===== config.mk =====
export PLATFORM = sky130hd
export DESIGN_NAME = wvb_reader_flat
export DESIGN_NICKNAME = d
export VERILOG_FILES = /design/src/rtl/wvb_reader_pkg.sv /design/src/rtl/wvb_reader_if.sv /design/src/rtl/wvb_rd_skid_fifo.sv /design/src/rtl/wvb_reader.sv /design/src/flat_wrapper.sv
export SDC_FILE = /design/constraint.sdc
export NUM_CORES = 1
export LEC_CHECK = 0
export BUFFER_PORTS_ARGS = -buffer_cell sky130_fd_sc_hd__buf_2
export CORE_ASPECT_RATIO = 0.6
export CORE_MARGIN = 2
export CORE_UTILIZATION = 35
export CTS_CLUSTER_SIZE = 30
export DETAILED_ROUTE_END_ITERATION = 16
export SETUP_SLACK_MARGIN = 0.3
export SLEW_MARGIN = 10
export SYNTH_ARGS = -nofsm -noshare
export SYNTH_HDL_FRONTEND = slang
export SYNTH_SLANG_ARGS = --single-unit

===== constraint.sdc =====
create_clock -name clk -period 4.85 [get_ports clk]
set_input_delay 0.2425 -clock clk [delete_from_list [all_inputs] [get_ports clk]]
set_output_delay 0.2425 -clock clk [all_outputs]
set_load 0.01 [all_outputs]

===== src/rtl/wvb_reader_pkg.sv =====
// Shared waveform-buffer definitions: header field layout, reader state encoding,
// stream marker, skid depth and the header-word formatter.
package wvb_reader_pkg;

  typedef enum logic [1:0] {
    IDLE = 2'd0,
    HDRW = 2'd1,
    SAMP = 2'd2,
    DONE = 2'd3
  } state_t;

  localparam int HDR_STOP_LSB  = 0;
  localparam int HDR_START_LSB = 12;
  localparam int HDR_LTC_LSB   = 24;
  localparam int HDR_LTC_WIDTH = 48;
  localparam int HDR_TRIG_LSB  = 72;
  localparam int HDR_CNST_BIT  = 74;
  localparam int HDR_WORDS     = 5;

  localparam logic [3:0] HDR_MARKER = 4'hA;
  localparam int         SKID_DEPTH = 4;

  // n12 is the sample count modulo 4096, so a full buffer reads back as 12'h000.
  function automatic logic [15:0] hdr_word(
    input logic [2:0]  idx,
    input logic [11:0] n12,
    input logic [47:0] ltc,
    input logic [1:0]  trig,
    input logic        cnst
  );
    case (idx)
      3'd0:    hdr_word = {HDR_MARKER, n12};
      3'd1:    hdr_word = ltc[47:32];
      3'd2:    hdr_word = ltc[31:16];
      3'd3:    hdr_word = ltc[15:0];
      default: hdr_word = {trig, cnst, 13'b0};
    endcase
  endfunction

endpackage


===== src/rtl/wvb_reader_if.sv =====
// Bus bundle between the waveform reader, the header FIFO, the waveform storage
// and the downstream word sink.
interface wvb_reader_if #(
  parameter int P_DATA_WIDTH = 22,
  parameter int P_HDR_WIDTH  = 80
);
  logic [P_HDR_WIDTH-1:0]  hdr_data;
  logic                    hdr_empty;
  logic                    hdr_rdreq;
  logic [P_DATA_WIDTH-1:0] wvb_data;
  logic                    wvb_rdreq;
  logic                    wvb_rddone;
  // dout transfers on a clock edge where dout_valid and dout_ready are both 1;
  // once dout_valid rises, dout and dout_valid hold until that transfer happens.
  logic [15:0]             dout;
  logic                    dout_valid;
  logic                    dout_ready;

  modport master (
    input  hdr_data, hdr_empty, wvb_data, dout_ready,
    output hdr_rdreq, wvb_rdreq, wvb_rddone, dout, dout_valid
  );

  modport slave (
    output hdr_data, hdr_empty, wvb_data, dout_ready,
    input  hdr_rdreq, wvb_rdreq, wvb_rddone, dout, dout_valid
  );
endinterface


===== src/rtl/wvb_rd_skid_fifo.sv =====
// Small synchronous show-ahead FIFO that absorbs waveform samples still in
// flight from the storage read pipeline when the output stalls.
module wvb_rd_skid_fifo
  import wvb_reader_pkg::*;
#(
  parameter int P_WIDTH = 22
) (
  input  logic                                clk,
  input  logic                                rst_n,
  input  logic                                push,
  input  logic [P_WIDTH-1:0]                  din,
  input  logic                                pop,
  output logic [P_WIDTH-1:0]                  dout,
  output logic                                full,
  output logic                                empty,
  output logic [$clog2(SKID_DEPTH+1)-1:0]     count
);
  localparam int AW = $clog2(SKID_DEPTH);
  localparam int CW = $clog2(SKID_DEPTH+1);
  localparam logic [CW-1:0] DEPTH_C = CW'(SKID_DEPTH);

  logic [P_WIDTH-1:0] mem [SKID_DEPTH];
  logic [AW-1:0]      wr_ptr;
  logic [AW-1:0]      rd_ptr;
  logic               do_push;
  logic               do_pop;

  assign full    = (count == DEPTH_C);
  assign empty   = (count == '0);
  assign do_push = push && !full;
  assign do_pop  = pop && !empty;
  assign dout    = mem[rd_ptr];

  always_ff @(posedge clk or negedge rst_n) begin
    if (!rst_n) begin
      wr_ptr <= '0;
      rd_ptr <= '0;
      count  <= '0;
      for (int i = 0; i < SKID_DEPTH; i++) mem[i] <= '0;
    end else begin
      if (do_push) begin
        mem[wr_ptr] <= din;
        wr_ptr      <= wr_ptr + 1'b1;
      end
      if (do_pop) rd_ptr <= rd_ptr + 1'b1;
      count <= count + {{(CW-1){1'b0}}, do_push} - {{(CW-1){1'b0}}, do_pop};
    end
  end

endmodule


===== src/rtl/wvb_reader.sv =====
// Waveform buffer reader: pops one event header, streams a five-word header and
// then every stored sample as two 16-bit words, and releases the event storage.
module wvb_reader
  import wvb_reader_pkg::*;
#(
  parameter int P_DATA_WIDTH = 22,
  parameter int P_ADR_WIDTH  = 12,
  parameter int P_HDR_WIDTH  = 80,
  parameter int P_RD_LATENCY = 2
) (
  input  logic         clk,
  input  logic         rst_n,
  input  logic         enable,
  output logic         busy,
  output state_t       state,
  wvb_reader_if.master bus
);
  localparam int CW = P_ADR_WIDTH + 1;
  localparam int FW = $clog2(SKID_DEPTH + 1);

  logic [P_HDR_WIDTH-1:0]  hdr;
  logic [P_ADR_WIDTH-1:0]  hdr_span;
  logic [CW-1:0]           n_samp;
  logic [CW-1:0]           rd_cnt;
  logic [CW-1:0]           samp_cnt;
  logic [47:0]             ltc;
  logic [1:0]              trig;
  logic                    cnst;
  logic [2:0]              hdr_idx;
  logic                    half;
  logic [P_RD_LATENCY-1:0] pipe;
  logic [FW-1:0]           flight;
  logic [FW:0]             occ;
  logic                    load_ok;
  logic                    issue_ok;
  logic                    capture;

  logic [P_DATA_WIDTH-1:0] fifo_dout;
  logic                    fifo_full;
  logic                    fifo_empty;
  logic [FW-1:0]           fifo_count;
  logic                    fifo_pop;

  assign hdr      = bus.hdr_data;
  assign hdr_span = hdr[HDR_STOP_LSB +: P_ADR_WIDTH] - hdr[HDR_START_LSB +: P_ADR_WIDTH];
  assign busy     = (state != IDLE);
  assign load_ok  = !bus.dout_valid || bus.dout_ready;
  assign capture  = pipe[P_RD_LATENCY-1];
  // Reads still in the storage pipeline count against the skid space they will need.
  assign occ      = {1'b0, flight} + {1'b0, fifo_count};
  assign issue_ok = (state == SAMP) && (rd_cnt < n_samp) && (occ < (FW+1)'(SKID_DEPTH)) && !fifo_full;
  assign fifo_pop = (state == SAMP) && load_ok && half;

  wvb_rd_skid_fifo #(.P_WIDTH(P_DATA_WIDTH)) u_skid (
    .clk   (clk),
    .rst_n (rst_n),
    .push  (capture),
    .din   (bus.wvb_data),
    .pop   (fifo_pop),
    .dout  (fifo_dout),
    .full  (fifo_full),
    .empty (fifo_empty),
    .count (fifo_count)
  );

  always_ff @(posedge clk or negedge rst_n) begin
    if (!rst_n) begin
      state          <= IDLE;
      bus.hdr_rdreq  <= 1'b0;
      bus.wvb_rdreq  <= 1'b0;
      bus.wvb_rddone <= 1'b0;
      bus.dout       <= 16'h0000;
      bus.dout_valid <= 1'b0;
      n_samp         <= '0;
      rd_cnt         <= '0;
      samp_cnt       <= '0;
      ltc            <= '0;
      trig           <= '0;
      cnst           <= 1'b0;
      hdr_idx        <= '0;
      half           <= 1'b0;
      pipe           <= '0;
      flight         <= '0;
    end else begin
      bus.wvb_rdreq <= issue_ok;
      if (issue_ok) rd_cnt <= rd_cnt + 1'b1;
      pipe[0] <= bus.wvb_rdreq;
      for (int i = 1; i < P_RD_LATENCY; i++) pipe[i] <= pipe[i-1];
      flight <= flight + {{(FW-1){1'b0}}, issue_ok} - {{(FW-1){1'b0}}, capture};
      bus.wvb_rddone <= 1'b0;

      case (state)
        IDLE: begin
          // The pop cycle stays in IDLE so hdr_rdreq is never seen outside it.
          if (bus.hdr_rdreq) begin
            bus.hdr_rdreq <= 1'b0;
            hdr_idx       <= '0;
            state         <= HDRW;
          end else if (enable && !bus.hdr_empty) begin
            bus.hdr_rdreq <= 1'b1;
            n_samp        <= {1'b0, hdr_span} + 1'b1;
            ltc           <= hdr[HDR_LTC_LSB +: HDR_LTC_WIDTH];
            trig          <= hdr[HDR_TRIG_LSB +: 2];
            cnst          <= hdr[HDR_CNST_BIT];
            rd_cnt        <= '0;
            samp_cnt      <= '0;
            half          <= 1'b0;
          end
        end

        HDRW: begin
          if (load_ok) begin
            if (hdr_idx < 3'(HDR_WORDS)) begin
              bus.dout       <= hdr_word(hdr_idx, n_samp[11:0], ltc, trig, cnst);
              bus.dout_valid <= 1'b1;
              hdr_idx        <= hdr_idx + 1'b1;
            end else begin
              bus.dout_valid <= 1'b0;
              state          <= SAMP;
            end
          end
        end

        SAMP: begin
          if (load_ok) begin
            if (half) begin
              bus.dout <= fifo_dout[15:0];
              half     <= 1'b0;
              samp_cnt <= samp_cnt + 1'b1;
            end else if (samp_cnt == n_samp) begin
              bus.dout_valid <= 1'b0;
              bus.wvb_rddone <= 1'b1;
              state          <= DONE;
            end else if (!fifo_empty) begin
              bus.dout       <= 16'(fifo_dout[P_DATA_WIDTH-1:16]);
              bus.dout_valid <= 1'b1;
              half           <= 1'b1;
            end else begin
              bus.dout_valid <= 1'b0;
            end
          end
        end

        default: state <= IDLE;
      endcase
    end
  end

endmodule


===== src/flat_wrapper.sv =====
// flat-port wrapper written by rule: the top's interface ports become plain ports
module wvb_reader_flat import wvb_reader_pkg::*;
#(
  parameter int P_DATA_WIDTH = 22,
  parameter int P_ADR_WIDTH  = 12,
  parameter int P_HDR_WIDTH  = 80,
  parameter int P_RD_LATENCY = 2
)
  (clk, rst_n, enable, busy, state, bus_hdr_data, bus_hdr_empty, bus_wvb_data, bus_dout_ready, bus_hdr_rdreq, bus_wvb_rdreq, bus_wvb_rddone, bus_dout, bus_dout_valid);
  wvb_reader_if #(.P_DATA_WIDTH(P_DATA_WIDTH), .P_HDR_WIDTH(P_HDR_WIDTH)) bus_i ();
  input  logic clk;
  input  logic rst_n;
  input  logic enable;
  output logic busy;
  output state_t state;
  input wire logic [$bits(bus_i.hdr_data)-1:0] bus_hdr_data;
  input wire logic [$bits(bus_i.hdr_empty)-1:0] bus_hdr_empty;
  input wire logic [$bits(bus_i.wvb_data)-1:0] bus_wvb_data;
  input wire logic [$bits(bus_i.dout_ready)-1:0] bus_dout_ready;
  output wire logic [$bits(bus_i.hdr_rdreq)-1:0] bus_hdr_rdreq;
  output wire logic [$bits(bus_i.wvb_rdreq)-1:0] bus_wvb_rdreq;
  output wire logic [$bits(bus_i.wvb_rddone)-1:0] bus_wvb_rddone;
  output wire logic [$bits(bus_i.dout)-1:0] bus_dout;
  output wire logic [$bits(bus_i.dout_valid)-1:0] bus_dout_valid;
  assign bus_i.hdr_data = bus_hdr_data;
  assign bus_i.hdr_empty = bus_hdr_empty;
  assign bus_i.wvb_data = bus_wvb_data;
  assign bus_i.dout_ready = bus_dout_ready;
  assign bus_hdr_rdreq = bus_i.hdr_rdreq;
  assign bus_wvb_rdreq = bus_i.wvb_rdreq;
  assign bus_wvb_rddone = bus_i.wvb_rddone;
  assign bus_dout = bus_i.dout;
  assign bus_dout_valid = bus_i.dout_valid;
  wvb_reader #(.P_DATA_WIDTH(P_DATA_WIDTH), .P_ADR_WIDTH(P_ADR_WIDTH), .P_HDR_WIDTH(P_HDR_WIDTH), .P_RD_LATENCY(P_RD_LATENCY)) u_core (.clk(clk), .rst_n(rst_n), .enable(enable), .busy(busy), .state(state), .bus(bus_i));
endmodule

Word level (Yosys, flattened, before mapping)
Index checks and enable logic that the tools add are counted.
{ "totals": {"ff_bits": 216, "elab_cells": 143} }
{ "op_classes": {"addsub": 12, "order_cmp": 6, "n_eq_ne": 19, "muxes": 52, "bitwise": 3, "n_reduce_logical": 28} }
{ "ops": {"columns": ["operator", "count"], "rows": [
  ["$mux 13", 8],
  ["$mux 16", 6],
  ["$bwmux 88", 1],
  ["$mux 22", 3],
  ["$pmux 16 s4", 1],
  ["$bmux 22 s2", 1],
  ["$demux 22 s2", 1],
  ["$pmux 16 s2", 1],
  ["$add 13x1->13 const B", 2],
  ["$pmux 13 s2", 1],
  ["$mux 1", 16],
  ["$add 12x1->13 const B", 1],
  ["$eq 13x13->1", 1],
  ["$lt 13x13->1", 1],
  ["$mux 2", 6],
  ["$ne 2x1->1 const B", 6],
  ["$reduce_and 4->1", 3],
  ["$reduce_and 6->1", 2],
  ["$sub 12x12->12", 1],
  ["$logic_and 1x1->1", 9],
  ["$mux 3", 3],
  ["$ne 2x2->1 const B", 4],
  ["$reduce_bool 2->1", 4],
  ["$add 3x1->3", 2],
  ["25 further kinds", 36]
]} }

Longest topological paths before layout
Gate-level depths: netlist of run 1.
{ "logic_depth": {"word_depth": 9, "mapped_depth": 13, "mapped_depth_nobuf": 12} }

Hierarchy
From an unflattened synthesis of run 1, not the netlist that was laid out.
{ "unflattened": {"cells_unflattened": 1044, "hier_area_um2": 11509.8} }
{ "by_module_without_submodules": {"columns": ["module", "instances", "cells_each", "area_per_inst_um2", "seq_area_each_um2"], "rows": [
  ["wvb_reader", 1, 794, 6887.9, 3027.9],
  ["wvb_rd_skid_fifo", 1, 250, 4621.9, 2377.3]
]} }

Least setup slack after synthesis of run 1
No wires, ideal clock.
{ "synth_path": {"path_type": "reg2reg", "from": "reg u_core.state[0]", "to": "reg u_core.flight[2]", "setup_ns": 0.124, "arrival_ns": 2.709, "t_required_ns": 4.726, "slack_ns": 2.016, "path_stages_with_launch": 13, "path_buffers": 1, "path_cell_list": "dfrtp_1 -> inv_1 -> ha_1 -> buf_6 -> inv_2 -> or4_4 -> a2111oi_4 -> o21a_1 -> ha_1 -> inv_1 -> fa_1 -> xnor2_1 -> xnor2_1"} }
{ "synth_between": {"elab_chain_len": 6} }
{ "synth_rtl": {"columns": ["item", "line", "rtl"], "rows": [
  ["start: declaration", "wvb_reader.sv:15", "output state_t state,"],
  ["start signal: assignment", "wvb_reader.sv:68", "state <= IDLE;"],
  ["start signal: assignment", "wvb_reader.sv:98", "state <= HDRW;"],
  ["start signal: assignment", "wvb_reader.sv:119", "state <= SAMP;"],
  ["$eq 2x2->1", "wvb_reader.sv:51", "assign issue_ok = (state == SAMP) && (rd_cnt < n_samp) && (occ < (FW+1)'(SKID_DEPTH)) && !fifo_full;"],
  ["$logic_and 1x1->1 (3 in series)", "wvb_reader.sv:51", null],
  ["$add 3x1->3", "wvb_reader.sv:89", "flight <= flight + {{(FW-1){1'b0}}, issue_ok} - {{(FW-1){1'b0}}, capture};"],
  ["$sub 3x1->3", "wvb_reader.sv:89", null],
  ["end signal: assignment", "wvb_reader.sv:89", null],
  ["end: declaration", "wvb_reader.sv:32", "logic [FW-1:0] flight;"]
]} }
Every way passes these cells.
A chain may end at the register's enable or synchronous reset.

Final worst setup path of run 1
{ "layout_path": {"from": "reg u_core.n_samp[9]", "to": "reg u_core.bus.dout[9]"} }
{ "layout_between": {"elab_chain_len": 4, "word_cells_on_any_way": 7, "cone_classes": "eq/ne (2); mux (4); reduce/logical (1)"} }
{ "layout_rtl": {"columns": ["item", "line", "rtl"], "rows": [
  ["start: declaration", "wvb_reader.sv:23", "logic [CW-1:0] n_samp;"],
  ["start signal: assignment", "wvb_reader.sv:101", "n_samp <= {1'b0, hdr_span} + 1'b1;"],
  ["$pmux 16 s4", "wvb_reader_pkg.sv:31", "case (idx)"],
  ["$mux 16", "wvb_reader.sv:113", "if (hdr_idx < 3'(HDR_WORDS)) begin"],
  ["$mux 16", "wvb_reader.sv:112", "if (load_ok) begin"],
  ["$pmux 16 s2", "wvb_reader.sv:92", "case (state)"],
  ["end signal: assignment", "wvb_reader.sv:114", "bus.dout <= hdr_word(hdr_idx, n_samp[11:0], ltc, trig, cnst);"],
  ["end signal: assignment", "wvb_reader.sv:127", "bus.dout <= fifo_dout[15:0];"],
  ["end signal: assignment", "wvb_reader.sv:135", "bus.dout <= 16'(fifo_dout[P_DATA_WIDTH-1:16]);"],
  ["end: declaration", "wvb_reader_if.sv:21", "output hdr_rdreq, wvb_rdreq, wvb_rddone, dout, dout_valid"]
]} }
Several ways; a longest one is shown, not always the timed one. The select of a mux whose other input is x is not followed.

==> results by group, run 1 <==
Floorplanning
  • Starting Density: 0.357
  • DIE HEIGHT: 142 um
  • Area of the core: 0.0313 mm2
  • Std-Cell Rows: 50
  • Die Area: 0.0334 mm2
  • Io pins: 130
  • Die width: 235 um

Drt
  • Met3 WL: 1.24 mm
  • Final wirelength: 29.4 mm
  • Routed length per instance: 17.7 um
  • Vias/cell: 5.09
  • Met1 wire length: 14.9 mm
  • Drt initial violations: 547
  • Uppermost layer routed: met4
  • Vias: 8460
  • Met2 WL: 12.8 mm
  • Antenna viol nets, final: 0
  • Drc violations: 0
  • Pre-Repair DR Iteration Count: 5

Timing
  • Worst-margin pin slew: 1240 ps
  • Unrepaired setup endpoints after global routing: no
  • Setup TNS: 0 ps
  • Slew Limit Fails: 0
  • Clock skew: 19.8 ps
  • Fmax achieved: 0.312 GHz
  • Final setup viols: 0
  • Final min period: 3210 ps
  • Slew headroom: 0.168
  • Final WS setup: 1640 ps
  • Fin. Hold Viols: 0
  • Tcrit/Tclk final: 0.661

Placed design
  • Gpl congestion: 0.855
  • DP Area: 0.0122 mm2
  • Post-DP HPWL: 20.4 mm
  • Input/output buffers: 124
  • Pre-CTS setup slack: 1620 ps

Yosys
  • Main flop type after synthesis: dfrtp_1
  • Cells after Synth: 1061
  • Top post-synthesis cells by count: dfrtp_1, nand2_1, mux2_2, a21oi_1, inv_1
  • Ys Warns: 0
  • Synthesized area: 0.0112 mm2
  • Syn Nets: 1215
  • Yosys cell types: 63
  • Sequential-to-total area share from yosys stat: 0.484
  • Area share of the largest cell type after synthesis: 0.484
  • Mean Syn Cell Area: 10.5 um2
  • Post-synth EDFFs: 0
  • Post-synth ARST share: 1.00
  • Synth top area cells: dfrtp_1, mux2_2, nand2_1, ha_1, mux4_2
  • Most frequent cell after synthesis: dfrtp_1
  • Synth area leader: dfrtp_1
  • Synth Register Bits: 216

Setup path
  • R2R depth: 7
  • CP most frequent cell: nor4_1
  • Crit-path max FO: 32
  • Cell depth of the worst setup path: 7
  • Crit path max-delay cell type: a221o_1
  • WP buf/inv: 0
  • Crit. End Element: register
  • CP delay by family, top: simple AND/OR/NAND/NOR gates
  • Cells along the critical path: xor2_1, nor4_1, nand4_1, nor4_1, or2_2, a221o_1, o21ai_0
  • CP max stage delay: 820 ps
  • Startpoint types: register
  • CP arrival: 3550 ps
  • Setup CP Type: reg -> reg
  • Critical Path RT: 5190 ps

Cells and area
  • Share of layout cells above drive strength 1: 0.247
  • Layout Utilization: 0.436
  • Layout filler cell count: 2994
  • Area Growth Syn to Fin: 22.3%
  • Storage cell area: 0.00541 mm2
  • Post-layout net count: 1385
  • Diode count: 0
  • Final instance area: 0.0137 mm2
  • Area taken by multi-input logic gates: 0.00536 mm2

Pwr
  • Power after layout: 0.00824 W
  • VDD IR max: 0.252 mV
  • PwrDens: 603 mW/mm2
  • Leakage: 6.30 nW

CTS
  • Clock sinks: 216
  • Worst skew pair latency: 520 ps
  • Post-CTS Setup Inserts: 0
  • CTS tree: done
  • Root Driver: clkbuf_16
  • CTS buffer count: 23
  • Worst-path clk slew: 60 ps
  • CTS Buffer Depth: 3
  • H-Tree Depth: 1

Outcome
  • Status: completed

Global routing
  • Initial antenna violation count: 0
  • Largest net degree at the start of global routing: 110
  • GR Util All Layers: 0.181
  • Global route total overflow: 0
  • Vias in the first global route: 8615
  • First-pass GRT wire length: 47.7 mm

Run
  • Max cap viols: 0

Min path
  • Hold depth: 2
  • Hold Crit Class: in -> reg
## cell families after synthesis
| group | Yosys count | synth area share |
|---|---|---|
| mux | 123 | 0.146 |
| xor+xnor | 50 | 0.0392 |
| compound gates | 179 | 0.106 |
| buf+inv | 104 | 0.0363 |
| flops | 216 | 0.484 |
| fa+ha+maj | 47 | 0.0547 |
| simple gates | 342 | 0.133 |
## worst paths after layout
kind                            slack (ps)               endpoint              from
min in group asynchronous              390         u_core.pipe[0]             rst_n
worst max register to register        1640     u_core.bus.dout[9]  u_core.n_samp[9]
worst max-delay path                  1640     u_core.bus.dout[9]  u_core.n_samp[9]
worst min-delay path                    20  u_core.u_skid.mem[35]  bus_wvb_data[13]
max in group asynchronous             3350  u_core.u_skid.mem[72]             rst_n
worst min register to register         350         u_core.pipe[1]    u_core.pipe[0]
## registers in the layout (all words and copies together) (netlist names), 3 cells and up
| register | cells |
|---|---|
| u_core.samp_cnt | 13 |
| u_core.flight | 3 |
| u_core.n_samp | 13 |
| u_core.bus.dout | 16 |
| u_core.rd_cnt | 13 |
| u_core.u_skid.count | 3 |
| u_core.ltc | 48 |
| u_core.hdr_idx | 3 |
| u_core.u_skid.mem | 88 |
## timing repair
item / in CTS / in global routing
resized for setup: 0 / 0
hold endpoints to repair: 185 / 0
hold buffers: 61 / 0
endpoints found under the setup margin: 0 / 0
## worst register-to-register path, delay by kind of cell (launching register included)
kind,cells,cell delay [ps]
compound gates,2,1080
xor+xnor,1,200
flops,1,460
simple gates,4,1290
## per-stage QoR
step / hold WS, ps / std cells
6_report: 17.9 / 1662
5_1_grt: 9.09 / 1662
4_1_cts: 2.00 / 1662
3_5_place_dp: 336 / 1561
3_3_place_gp: 335 / 1561
2_1_floorplan: -53.1 / 1061
## power breakdown
group	switching (W)	total, W	internal [W]
registers	0.000590	0.00320	0.00261
logic	0.00164	0.00312	0.00148
clock network	0.000737	0.00191	0.00118
total	0.00296	0.00824	0.00528
## layout make-up
type                       count  area share
tap                          416      0.0381
clock buffer                  31      0.0488
timing repair buffer         198      0.0989
multi-input combinational    741       0.392
sequential                   216       0.396
inverter                      51      0.0140
clock inverter                 9      0.0117
## layer usage
layer / GRT usage / up-vias
li1: - / 4036
met1: 0.281 / 4206
met2: 0.273 / 187
met3: 0.0238 / 31
met4: 0.0295 / 0
met5: 0 / -
## cell usage in the layout (no fill, tap or decap), drive strengths merged, types with 6 or more instances in the layout
cell         Yosys  routed
dlygate4sd3      0      61
nor2            46      46
xnor2           24      24
clkbuf          39      32
nand4           10      10
nand2b          12      12
ha              44      44
dfrtp          216     216
o21a             6       6
mux4            22      22
nor3             9       9
nand2          214     214
mux2            98      98
o21ai           48      48
inv             51      53
a22oi           25      25
or3              6       6
a21oi           52      52
xor2            26      26
buf             14     136
nand3           14      14
nor2b            7       7
o2111ai          7       7
Note: power is estimated with default switching activity, not from simulation.
==> run 2: changes to the inputs <==
==> constraint.sdc (replaced) <==
create_clock -name clk -period 3.3 [get_ports clk]
set_input_delay 0.165 -clock clk [delete_from_list [all_inputs] [get_ports clk]]
set_output_delay 0.165 -clock clk [all_outputs]
set_load 0.01 [all_outputs]
==> run 2 against run 1 <==
  * Critical path depth is 4 higher
  * Maximum frequency grew 13%
  * Cell count grew 1.7%
  * Combinational power grew 51%
  * Final area rose by 1.5%
  * Sequential power is 48% higher
  * Clock skew down 3.6 ps
  * Largest cell class unchanged
  * Highest routed layer unchanged
==> results by group, run 2 (same netlist as run 1, synthesis figures left out) <==
Floorplanning
  • Io pins: 130
  • Area of the core: 0.0313 mm2
  • Die width: 235 um
  • Die Area: 0.0334 mm2
  • Std-Cell Rows: 50
  • Starting Density: 0.357
  • DIE HEIGHT: 142 um

Placed design
  • Pre-CTS setup slack: 361 ps
  • Input/output buffers: 124
  • DP Area: 0.0124 mm2
  • Gpl congestion: 0.836
  • Post-DP HPWL: 21.2 mm

Setup path
  • Crit path max-delay cell type: or4_4
  • Startpoint types: register
  • Crit-path max FO: 8
  • WP buf/inv: 3
  • Cells along the critical path: inv_1, ha_1, inv_2, or4_4, a2111oi_4, o21a_1, ha_1, inv_1, fa_1, xnor2_1, xnor2_1
  • Critical Path RT: 3740 ps
  • CP arrival: 3270 ps
  • CP max stage delay: 550 ps
  • CP delay by family, top: adder cells
  • Setup CP Type: reg -> reg
  • Crit. End Element: register

Timing
  • Setup TNS: 0 ps
  • Unrepaired setup endpoints after global routing: no
  • Final setup viols: 0
  • Final WS setup: 465 ps
  • Fmax achieved: 0.353 GHz
  • Fin. Hold Viols: 0
  • Final min period: 2840 ps
  • Slew headroom: 0.412
  • Worst-margin pin slew: 882 ps
  • Tcrit/Tclk final: 0.859
  • Clock skew: 16.3 ps
  • Slew Limit Fails: 0

Global routing
  • Most Crowded Layer GR: met1
  • First-pass GRT wire length: 47.9 mm
  • Initial antenna violation count: 0
  • Global route total overflow: 0
  • GR met1 Demand/Resource: 0.288
  • Met2 Track Usage GR: 0.265
  • Vias in the first global route: 8503
  • Met3 global-route usage: 0.0264
  • Largest net degree at the start of global routing: 102
  • GR Util All Layers: 0.183

Cells and area
  • Leading registers by flop count: u_core.u_skid.mem: 88 flops, u_core.ltc: 48 flops, u_core.bus.dout: 16 flops
  • Final instance area: 0.0139 mm2
  • Post-layout net count: 1413
  • Number of flip-flops in the largest register: 88
  • Largest Register: u_core.u_skid.mem
  • Area Growth Syn to Fin: 24.2%
  • Layout filler cell count: 2976
  • Most frequent cells in the layout: dfrtp_1, nand2_1, buf_2, mux2_2, dlygate4sd3_1
  • Diode count: 0
  • Commonest non-fill, non-tap cell in the layout: dfrtp_1
  • Share of layout cells above drive strength 1: 0.252
  • Layout Utilization: 0.443

CTS
  • CTS buffer count: 23
  • CTS Buffer Depth: 3
  • Worst-path clk slew: 60 ps
  • Worst skew pair latency: 510 ps
  • CTS tree: done
  • Clock sinks: 216
  • Post-CTS Setup Inserts: 0
  • H-Tree Depth: 1
  • Root Driver: clkbuf_16

Pwr
  • VDD IR max: 0.496 mV
  • Leakage: 6.41 nW
  • PwrDens: 870 mW/mm2

Drt
  • Drt initial violations: 477
  • Vias: 8551
  • Routed length per instance: 17.7 um
  • Antenna viol nets, final: 0
  • Vias/cell: 5.06
  • Drc violations: 0
  • Pre-Repair DR Iteration Count: 5
  • Final wirelength: 29.9 mm

Min path
  • Hold Crit Class: in -> reg

Run
  • Max cap viols: 0

Outcome
  • Status: completed
[run 2: cell types whose count changed in the layout (fill, tap and decap cells not counted), sizes merged]
cell,before,now
buf,136,151
clkinvlp,0,1
bufinv,4,2
dlygate4sd3,61,74
inv,53,51
clkinv,3,6
[run 2: path summary, 6_finish.rpt]
kind / startpoint / cells after the start / slack (ps) / to
max: u_core.state[0] / 11 / 460 / u_core.flight[2]
max in group asynchronous: rst_n / 3 / 2160 / u_core.ltc[11]
max reg2reg: u_core.state[0] / 11 / 460 / u_core.flight[2]
min: bus_hdr_data[12] / 4 / 110 / u_core.n_samp[0]
min in group asynchronous: rst_n / 2 / 300 / u_core.rd_cnt[11]
min reg2reg: u_core.pipe[0] / 0 / 360 / u_core.pipe[1]
[run 2: cell type report]
type | instances | area, um2 | share of cell area
sequential | 216 | 5410 | 0.390
timing repair buffer | 226 | 1630 | 0.118
clock buffer | 31 | 656 | 0.0473
tap | 416 | 520 | 0.0376
clock inverter | 9 | 97.6 | 0.00704
inverter | 51 | 191 | 0.0138
multi-input combinational | 741 | 5360 | 0.386
[run 2: stage by stage]
stage	cells	hold slack [ps]	power [W]
after floorplan	1061	-131	0.00783
after global placement	1576	323	0.00923
after CTS	1690	114	0.0121
final	1690	114	0.0120
after detailed placement	1576	329	0.00939
after global routing	1690	188	0.0129
[run 2: report_power, final]
group          switching, W  internal [W]  leakage [nW]
registers          0.000890       0.00384          2.67
logic               0.00242       0.00229          3.37
clock network       0.00106       0.00154         0.375
total               0.00438       0.00767          6.41
[run 2: timing repair]
action	in CTS	in global routing
hold buffers	74	0
resized for setup	0	0
endpoints found under the setup margin	0	0
hold endpoints to repair	238	0
[run 2: per-layer routing]
metal / vias to the layer above / wire, um
li1: 4087 / -
met1: 4247 / 15500
met2: 185 / 12700
met3: 32 / 1170
met4: 0 / 580
met5: - / 0
[run 2: tightest hold or removal path: cells and delay by family]
| kind | cells | cell delay [ps] |
|---|---|---|
| compound gates | 1 | 150 |
| fa+ha+maj | 1 | 120 |
| buf+inv | 2 | 140 |
